===== src/rtl/liseq.sv =====
// Load-immediate sequencer: expands (rd, imm64) into ADDI/SLLI/ORI RV64I words.
// Optional macro LISEQ_FASTPATH_EN emits a single ADDI for 12-bit sign-extendable constants.
module liseq (
  input  logic        clk,
  input  logic        reset,
  input  logic        in_valid,
  output logic        in_ready,
  input  logic [4:0]  rd,
  input  logic [63:0] imm64,
  output logic        out_valid,
  input  logic        out_ready,
  output logic [31:0] out_instr,
  output logic        out_last
);

  typedef enum logic [1:0] {IDLE, FIRST, SHIFT, OR} state_t;

  localparam logic [6:0] OP_IMM = 7'b0010011;

  state_t      state_q, state_d;
  logic [4:0]  rd_q;
  logic [63:0] imm_q;
  logic [2:0]  k_q, k_d;
  logic        fast_q, fast_d;
  logic [2:0]  top_d;
  logic [10:0] cur;

  // Chunk 5 is only 9 bits wide; the rest are 11-bit slices from the bottom up.
  function automatic logic [10:0] chunk(input logic [63:0] v, input logic [2:0] k);
    case (k)
      3'd5:    chunk = {2'b00, v[63:55]};
      3'd4:    chunk = v[54:44];
      3'd3:    chunk = v[43:33];
      3'd2:    chunk = v[32:22];
      3'd1:    chunk = v[21:11];
      default: chunk = v[10:0];
    endcase
  endfunction

  function automatic logic [2:0] top_chunk(input logic [63:0] v);
    top_chunk = 3'd0;
    for (int unsigned k = 1; k < 6; k++)
      if (chunk(v, 3'(k)) != '0) top_chunk = 3'(k);
  endfunction

  assign top_d = top_chunk(imm64);
  assign cur   = chunk(imm_q, k_q);

`ifdef LISEQ_FASTPATH_EN
  assign fast_d = (imm64 == {{52{imm64[11]}}, imm64[11:0]});
`else
  assign fast_d = 1'b0;
`endif

  always_ff @(posedge clk or posedge reset) begin
    if (reset) begin
      state_q <= IDLE;
      rd_q    <= '0;
      imm_q   <= '0;
      k_q     <= '0;
      fast_q  <= 1'b0;
    end else begin
      state_q <= state_d;
      k_q     <= k_d;
      if (in_valid && in_ready) begin
        rd_q   <= rd;
        imm_q  <= imm64;
        fast_q <= fast_d;
      end
    end
  end

  // k_q names the chunk emitted by the current FIRST/OR beat.
  always_comb begin
    state_d   = state_q;
    k_d       = k_q;
    in_ready  = 1'b0;
    out_valid = 1'b0;
    out_instr = '0;
    out_last  = 1'b0;
    case (state_q)
      IDLE: begin
        in_ready = 1'b1;
        if (in_valid) begin
          state_d = FIRST;
          k_d     = top_d;
        end
      end
      FIRST: begin
        out_valid = 1'b1;
        if (rd_q == 5'd0) begin
          out_instr = {25'd0, OP_IMM};
          out_last  = 1'b1;
        end else if (fast_q) begin
          out_instr = {imm_q[11:0], 5'd0, 3'b000, rd_q, OP_IMM};
          out_last  = 1'b1;
        end else begin
          out_instr = {1'b0, cur, 5'd0, 3'b000, rd_q, OP_IMM};
          out_last  = (k_q == 3'd0);
        end
        if (out_ready) begin
          if (out_last) begin
            state_d = IDLE;
          end else begin
            state_d = SHIFT;
            k_d     = k_q - 3'd1;
          end
        end
      end
      SHIFT: begin
        out_valid = 1'b1;
        out_instr = {6'b0, 6'd11, rd_q, 3'b001, rd_q, OP_IMM};
        if (out_ready) state_d = OR;
      end
      OR: begin
        out_valid = 1'b1;
        out_instr = {1'b0, cur, rd_q, 3'b110, rd_q, OP_IMM};
        out_last  = (k_q == 3'd0);
        if (out_ready) begin
          if (out_last) begin
            state_d = IDLE;
          end else begin
            state_d = SHIFT;
            k_d     = k_q - 3'd1;
          end
        end
      end
      default: state_d = IDLE;
    endcase
  end

endmodule


===== config.mk =====
export PLATFORM = sky130hd
export DESIGN_NAME = liseq
export DESIGN_NICKNAME = d
export VERILOG_FILES = /design/src/rtl/liseq.sv
export SDC_FILE = /design/constraint.sdc
export NUM_CORES = 1
export LEC_CHECK = 0
export BUFFER_PORTS_ARGS = -buffer_cell sky130_fd_sc_hd__buf_2
export CORE_ASPECT_RATIO = 1.2
export CORE_MARGIN = 2
export CORE_UTILIZATION = 40
export CTS_BUF_LIST = sky130_fd_sc_hd__clkbuf_2 sky130_fd_sc_hd__clkbuf_4 sky130_fd_sc_hd__clkbuf_8
export DETAILED_ROUTE_END_ITERATION = 8
export SYNTH_ARGS = -nofsm -noshare
export SYNTH_HDL_FRONTEND = slang
export SYNTH_SLANG_ARGS = --single-unit

===== constraint.sdc =====
create_clock -name clk -period 6.4 [get_ports clk]
set_input_delay 0.64 -clock clk [delete_from_list [all_inputs] [get_ports clk]]
set_output_delay 0.64 -clock clk [all_outputs]
set_load 0.005 [all_outputs]

# == Yosys cells after proc, flatten, opt, wreduce, memory -nomap -nowiden ==
# Cells that the tools add are included.
# op_classes
addsub,1
n_eq_ne,14
muxes,26
n_reduce_logical,13
# op_table
op,count
$pmux W31 S3,1
$pmux W11 S5,1
$reduce_bool A11 Y1,5
$mux W31,1
$mux W3,9
$mux W2,6
$ne A2 B2 Y1 const B,6
$pmux W3 S3,1
$pmux W2 S4,1
$eq A3 B2 Y1 const B,2
$eq A3 B3 Y1 const B,2
$reduce_and A6 Y1,1
$logic_not A5 Y1,1
$mux W1,5
$eq A2 B2 Y1 const B,2
$reduce_and A4 Y1,1
$eq A3 B1 Y1 const B,1
$logic_not A3 Y1,1
$reduce_bool A3 Y1,1
$reduce_or A3 Y1,1
$sub A3 B1 Y3 const B,1
$eq A2 B1 Y1 const B,1
$logic_not A2 Y1,1
$pmux W1 S2,1
$logic_and A1 B1 Y1,1
# totals
ff_bits,74
output_inout_bits,35
elab_cells,58

# == Longest topological paths before layout ==
# Gate-level depths: netlist of run 1.
# logic_depth
ltp_word,8
mapped_depth,7
depth_no_buf,6

# == Least setup slack after synthesis of run 1 ==
# No wires, ideal clock.
# synth_timing
path_kind,flip-flop to output port
startpoint,register k_q[0]
endpoint,output port out_instr[21]
arrival_ns,1.638
t_required_ns,5.760
slack_ns,4.122
stages_incl_launch_ff,8
n_path_buf,1
cell_sequence,dfrtp_1 inv_1 ha_1 or3_1 a21oi_1 buf_4 nand2_1 a41oi_1
# synth_via
elab_chain_len,4
# synth_rtl
element,line_no,rtl
from (decl),23,"logic [2:0] k_q, k_d;"
from (signal assigned),64,k_q <= k_d;
"$eq A3 B1 Y1, or another cell as far along",30,case (k)
$pmux W11 S5 *,30,
$mux W31,91,if (rd_q == 5'd0) begin
$pmux W31 S3 *,81,case (state_q)
to (decl),12,"output logic [31:0] out_instr,"
# Every way passes the cells marked *; elsewhere a longest branch is shown, timed or not.

# == Worst setup path after layout of run 1 ==
# layout_timing
startpoint,register k_q[0]
endpoint,output port out_instr[20]
# The elaborated chain is that of the path after synthesis.

==> results.tsv, run 1 <==
metric	value	unit
Reg clk slew, reported paths	0.08	ns
Synth cell types	41	
Antenna Nets Post-Route	0	
global-route wire length before repair	16.4	mm
Max Cap Viol	0	
PwrDens	485	nW/µm²
clock skew	0.00802	ns
GRT Max-Usage Layer	met2	
Worst EP arrival	2.79	ns
Hold WS	0.468	ns
vias in the first global route	3117	
Critical Path Slowest Stage Cell	a21oi_1	
H-tree Lvls	3	
row count	39	
antenna violations before repair	0	
Ant. Diodes	0	
First DRT Iteration DRCs	170	
drt pass-1 iters	5	
Leak	2.40	nW
crit path launch type	register	
CTS Buf Count	9	
hold path cells	3	
Layout area overhead	17.7	%
CP Capture Type	output port	
critical-path cell list	inv_1, ha_1, or3_1, a21oi_1, nand2_1, a41oi_1, buf_2	
critical path class	register to output port	
routed wire length	10.2	mm
Nets	544	
largest net degree at the start of global routing	75	
Resized Gates After CTS	0	
final core utilization	48.5	%
sequential area share after synthesis	47.0	%
CTS hold repair buffers	0	
number of fill cells in the layout	958	
worst min path class	input port to register	
WL/cell	17.2	µm
worst reg-to-reg path cell count	5	
CP max FO	11	
Slew @ Worst Pin	1.08	ns
layout cells sized above 1	35.2	%
number of setup buffers added after CTS	0	
die width	94.6	µm
worst path required time	5.76	ns
area taken by multi-input logic gates	1830	µm²
Hold Vio Cnt, Final	0	
Die Height	113	µm
fin crit share	53.6	%
grt met2 use	32.1	%
Post-route DRC	0	
synth warn	0	
global route total overflow	0	
post-route setup TNS	0	ns
max-slew violation count	0	
HPWL Detailed	7.56	mm
met3 usage	4.06	%
clock root buffer	clkbuf_8	
core area	9560	µm²
Initial Util	41.2	%
area of the mapped netlist	3940	µm²
Via density	5.25	
Syn Inst Count	375	
via count	3119	
Max stage delay on crit path	0.70	ns
Sink Count	74	
Mapped Avg Cell Area	10.5	µm²
Die ar.	10700	µm²
GPL Wtd Cong	0.868	
total track usage	20.3	%
Seq cells post-synth	74	
IO Pins	108	
min Tclk post-route	3.43	ns
I/O Buffers	102	
Final Setup Violations	0	
CTS max path bufs	2	
status	completed	
Worst VDD drop	0.207	mV
Register Area	1850	µm²
Fmax	0.292	GHz
worst rel slew slack	28.1	%
met1 Use GR	27.1	%
RSZ-0062 raised after global routing	no	
CTS tree	done	
Clock Latency Late Sink	0.36	ns
==> cell type report <==
type	count	share of cell area, %
multi-input cells	271	39.5
flip-flops and latches	74	39.9
well taps	123	3.32
clock buffers	12	3.42
clock inverters	4	2.10
inverters	6	0.485
repair buffers	104	11.3
==> critical path: cells and delay by family, from the launching register on <==
kind	cells	cell delay (ns)
AO/OA/AOI/OAI	2	0.94
AND/OR/NAND/NOR	2	0.50
buffers and inverters	2	0.26
flip-flops	1	0.41
adder cells (fa/ha/maj)	1	0.31
==> power breakdown <==
group	switching, mW	internal, mW	leakage (nW)	total, mW
Clock	0.173	0.285	0.126	0.458
Combinational	0.421	0.472	1.39	0.893
Sequential	0.199	0.703	0.891	0.903
==> state kept, by name, indices dropped and copies added (netlist names) <==
name / flops
rd_q: 5
state_q: 2
k_q: 3
imm_q: 64
==> cells by family after synthesis <==
kind of cell | count (synthesis) | share of synthesized area [%]
other | 1 | 0.0951
and+or+nand+nor | 168 | 18.7
AOI/OAI and AO/OA | 48 | 9.04
muxes | 45 | 16.6
adders and majority gates | 5 | 1.59
buffers and inverters | 34 | 7.04
DFF | 74 | 47.0
==> routing by layer <==
layer | vias up | part of all wire (%)
met5 | - | 0
met1 | 1510 | 44
met4 | 0 | 2.9
met2 | 114 | 48
li1 | 1471 | -
met3 | 24 | 4.5
==> final timing paths <==
path	slack, ns	start	endpoint
worst min register to register	0.48	imm_q[44]$_DFFE_PP0P_	imm_q[44]$_DFFE_PP0P_
max in group asynchronous	5.24	reset	k_q[1]$_DFFE_PP0P_
worst max register to register	4.11	state_q[0]$_DFFE_PP0P_	k_q[1]$_DFFE_PP0P_
worst min-delay path	0.47	imm64[7]	imm_q[7]$_DFFE_PP0P_
worst max-delay path	2.97	k_q[0]$_DFFE_PP0P_	out_instr[20]
min in group asynchronous	0.55	reset	imm_q[49]$_DFFE_PP0P_
==> layout by cell type, fill, tap and decap left out, types with 2 or more instances in the layout <==
cell	instances
mux2_4	40
buf_2	102
conb_1	5
dfrtp_1	74
a41oi_1	2
nor3_1	4
a31oi_1	8
nor2b_1	6
nand2b_1	3
and2_1	9
bufinv_16	3
buf_4	2
nand3_1	6
and3_1	2
mux2_2	3
nand2_1	103
inv_1	5
o22ai_1	2
clkbuf_8	11
nand4_1	2
a222oi_1	4
o21ai_0	2
ha_1	5
nor4_1	9
nor2_1	20
a221oi_1	6
a21oi_1	9
a22oi_1	8
mux2i_1	2
==> stage by stage <==
stage,setup WS [ns],cell area (µm²),total power [mW],instances
2_1_floorplan,3.88,3960,1.53,379
3_5_place_dp,3.37,4390,1.80,578
5_1_grt,2.73,4640,2.42,594
6_report,2.97,4640,2.25,594
4_1_cts,2.98,4640,2.27,594
3_3_place_gp,3.49,4390,1.78,578
==> cell usage after synthesis (all sizes together) <==
library cell / number / area (µm²)
a41oi: 2 / 17.5
nand3: 6 / 30.0
nand4: 2 / 12.5
a222oi: 4 / 40.0
nand2: 103 / 387
inv: 6 / 22.5
o21ai: 2 / 10.0
a22oi: 8 / 60.1
a211oi: 1 / 7.51
o22ai: 2 / 12.5
nor3: 4 / 20.0
ha: 5 / 62.6
mux2: 43 / 634
nor4: 9 / 56.3
a21boi: 2 / 26.3
a221oi: 6 / 52.6
mux2i: 2 / 20.0
or3: 1 / 6.26
nor2b: 6 / 37.5
buf: 24 / 240
nand3b: 1 / 7.51
nor2: 20 / 75.1
a22o: 1 / 8.76
and4: 1 / 8.76
o221ai: 1 / 8.76
nand2b: 3 / 18.8
a32o: 1 / 10.0
clkbuf: 4 / 15.0
or3b: 1 / 8.76
conb: 1 / 3.75
a21oi: 9 / 45.0
a31oi: 8 / 50.1
and3: 2 / 12.5
o211ai: 1 / 7.51
dfrtp: 74 / 1850
and2: 9 / 56.3
Power figures use the tool's default switching activity.
==> run 2, diff against run 1 <==
==> constraint.sdc (replaced) <==
create_clock -name clk -period 3.3 [get_ports clk]
set_input_delay 0.33 -clock clk [delete_from_list [all_inputs] [get_ports clk]]
set_output_delay 0.33 -clock clk [all_outputs]
set_load 0.005 [all_outputs]
==> run 2 against run 1 <==
Utilization increased by 0.092 points; routed wire length down 1.4%; count of clock-buffer cells in the layout is 2 lower; critical endpoint is now out_instr[27]; die area did not move; first-iteration DRC count stayed put; global-route usage down 0.55 points; highest routed layer unchanged; register-to-register slack lost 2.8 ns; combinational power up 95%; largest cell class unchanged; sequential share of layout area down 0.075 points; critical path type unchanged.
==> results.tsv, run 2 (same netlist as run 1, synthesis figures left out) <==
metric	value	unit
status	completed	
Via density	5.10	
CP max FO	12	
clock root buffer	clkbuf_8	
RSZ-0062 raised after global routing	no	
Post-route DRC	0	
WL/cell	16.9	µm
crit path launch type	register	
worst min path class	input port to async pin	
P_int	2.73	mW
min Tclk post-route	2.63	ns
vias in the first global route	3049	
Initial Util	41.2	%
Die Height	113	µm
First DRT Iteration DRCs	170	
worst reg2reg startpoint	state_q[0]$_DFFE_PP0P_	
max-slew violation count	0	
Die ar.	10700	µm²
net load switching power	1.55	mW
CTS max path bufs	2	
CP Capture Type	output port	
Antenna Nets Post-Route	0	
biggest regs	imm_q: 64 flops, rd_q: 5 flops, k_q: 3 flops	
GPL Wtd Cong	0.808	
fin crit share	79.6	%
Nets	548	
Leak	2.40	nW
Reg clk slew, reported paths	0.08	ns
critical path class	register to output port	
Clock Latency Late Sink	0.35	ns
Sink Count	74	
total track usage	19.7	%
reg-to-reg endpoint	imm_q[22]$_DFFE_PP0P_	
Fmax	0.381	GHz
global route total overflow	0	
Post-DP Area	4430	µm²
final instance area	4650	µm²
Resized Gates After CTS	0	
switch share	36.2	%
Worst EP arrival	2.30	ns
number of setup buffers added after CTS	0	
Seq pwr share	41.1	%
commonest non-fill, non-tap cell in the layout	nand2_1	
H-tree Lvls	3	
Layout area overhead	17.9	%
worst rel slew slack	46.6	%
HPWL Detailed	7.65	mm
Ant. Diodes	0	
worst path required time	2.97	ns
CTS tree	done	
worst reg-to-reg path cell count	3	
Gate power share	40.6	%
Hold WS	0.114	ns
commonest cells after routing, fill and taps aside	103 x nand2_1, 102 x buf_2, 74 x dfrtp_1	
Max Cap Viol	0	
Clock power frac	18.3	%
CTS hold repair buffers	0	
core area	9560	µm²
Hold Vio Cnt, Final	0	
largest net degree at the start of global routing	40	
Final Setup Violations	0	
antenna violations before repair	0	
Slew @ Worst Pin	0.800	ns
row count	39	
r2r setup slk	1.28	ns
Largest Register	imm_q	
PwrDens	921	nW/µm²
Worst VDD drop	0.426	mV
clock skew	0.00925	ns
CTS Buf Count	9	
routed wire length	10.1	mm
via count	3047	
I/O Buffers	102	
IO Pins	108	
drt pass-1 iters	6	
max reg flops	64	
global-route wire length before repair	16.0	mm
die width	94.6	µm
layout cells sized above 1	35.8	%
post-route setup TNS	0	ns
-- run 2: cell count changes in the layout (fill, tap and decap cells not counted), sizes merged --
cell      before  now
buf          104  108
clkbuf        12   10
clkinvlp       1    3
bufinv         3    2
clkinv         0    1
-- run 2: worst max-delay path by stage --
stage | depth (start not counted) | slack [ns] | start | endpoint
finish | 7 | 0.67 | k_q[0]$_DFFE_PP0P_ | out_instr[27]
global route | 8 | 0.52 | k_q[0]$_DFFE_PP0P_ | out_instr[20]
CTS | 7 | 0.66 | k_q[0]$_DFFE_PP0P_ | out_instr[27]
detailed placement | 8 | 1.04 | k_q[0]$_DFFE_PP0P_ | out_instr[20]
global placement | 7 | 1.08 | k_q[0]$_DFFE_PP0P_ | out_instr[27]
floorplan | 1 | 1.09 | reset | imm_q[0]$_DFFE_PP0P_
-- run 2: layer usage --
metal | up-vias | track usage, % | wire length (µm)
li1 | 1479 | - | -
met1 | 1456 | 26.8 | 4400
met2 | 95 | 31.6 | 4990
met3 | 17 | 3.73 | 493
met4 | 0 | 6.67 | 192
met5 | - | 0 | 0
-- run 2: power by group through the flow --
| stage | registers, mW | clock network [mW] | logic, mW |
|---|---|---|---|
| 2_1_floorplan | 1.57 | 0 | 1.39 |
| 3_3_place_gp | 1.77 | 0 | 1.71 |
| 3_5_place_dp | 1.76 | 0 | 1.75 |
| 4_1_cts | 1.75 | 0.800 | 1.76 |
| 5_1_grt | 1.81 | 0.843 | 1.93 |
| 6_report | 1.76 | 0.784 | 1.74 |
-- run 2: worst max-delay path, stage by stage (launching register included) --
cell,delay [ns]
dfrtp_1,0.42
ha_1,0.34
or3_1,0.39
a21oi_1,0.15
buf_4,0.21
nand2_1,0.07
a31oi_1,0.22
buf_2,0.16
-- run 2: area by class of cell --
class                      count  area (µm²)
timing repair buffer         108         568
clock buffer                  10         131
fill                         968        4910
sequential                    74        1850
inverter                       6        22.5
multi-input combinational    271        1830
tap                          123         154
clock inverter                 6        91.3
-- run 2: through the flow --
step | total power [mW] | cells | setup WS, ns | utilization (%)
floorplan | 2.96 | 379 | 1.09 | -
global placement | 3.48 | 582 | 1.08 | 46.3
detailed placement | 3.51 | 582 | 1.04 | 46.3
CTS | 4.31 | 598 | 0.658 | 48.6
global route | 4.58 | 598 | 0.516 | 48.6
finish | 4.28 | 598 | 0.673 | 48.6
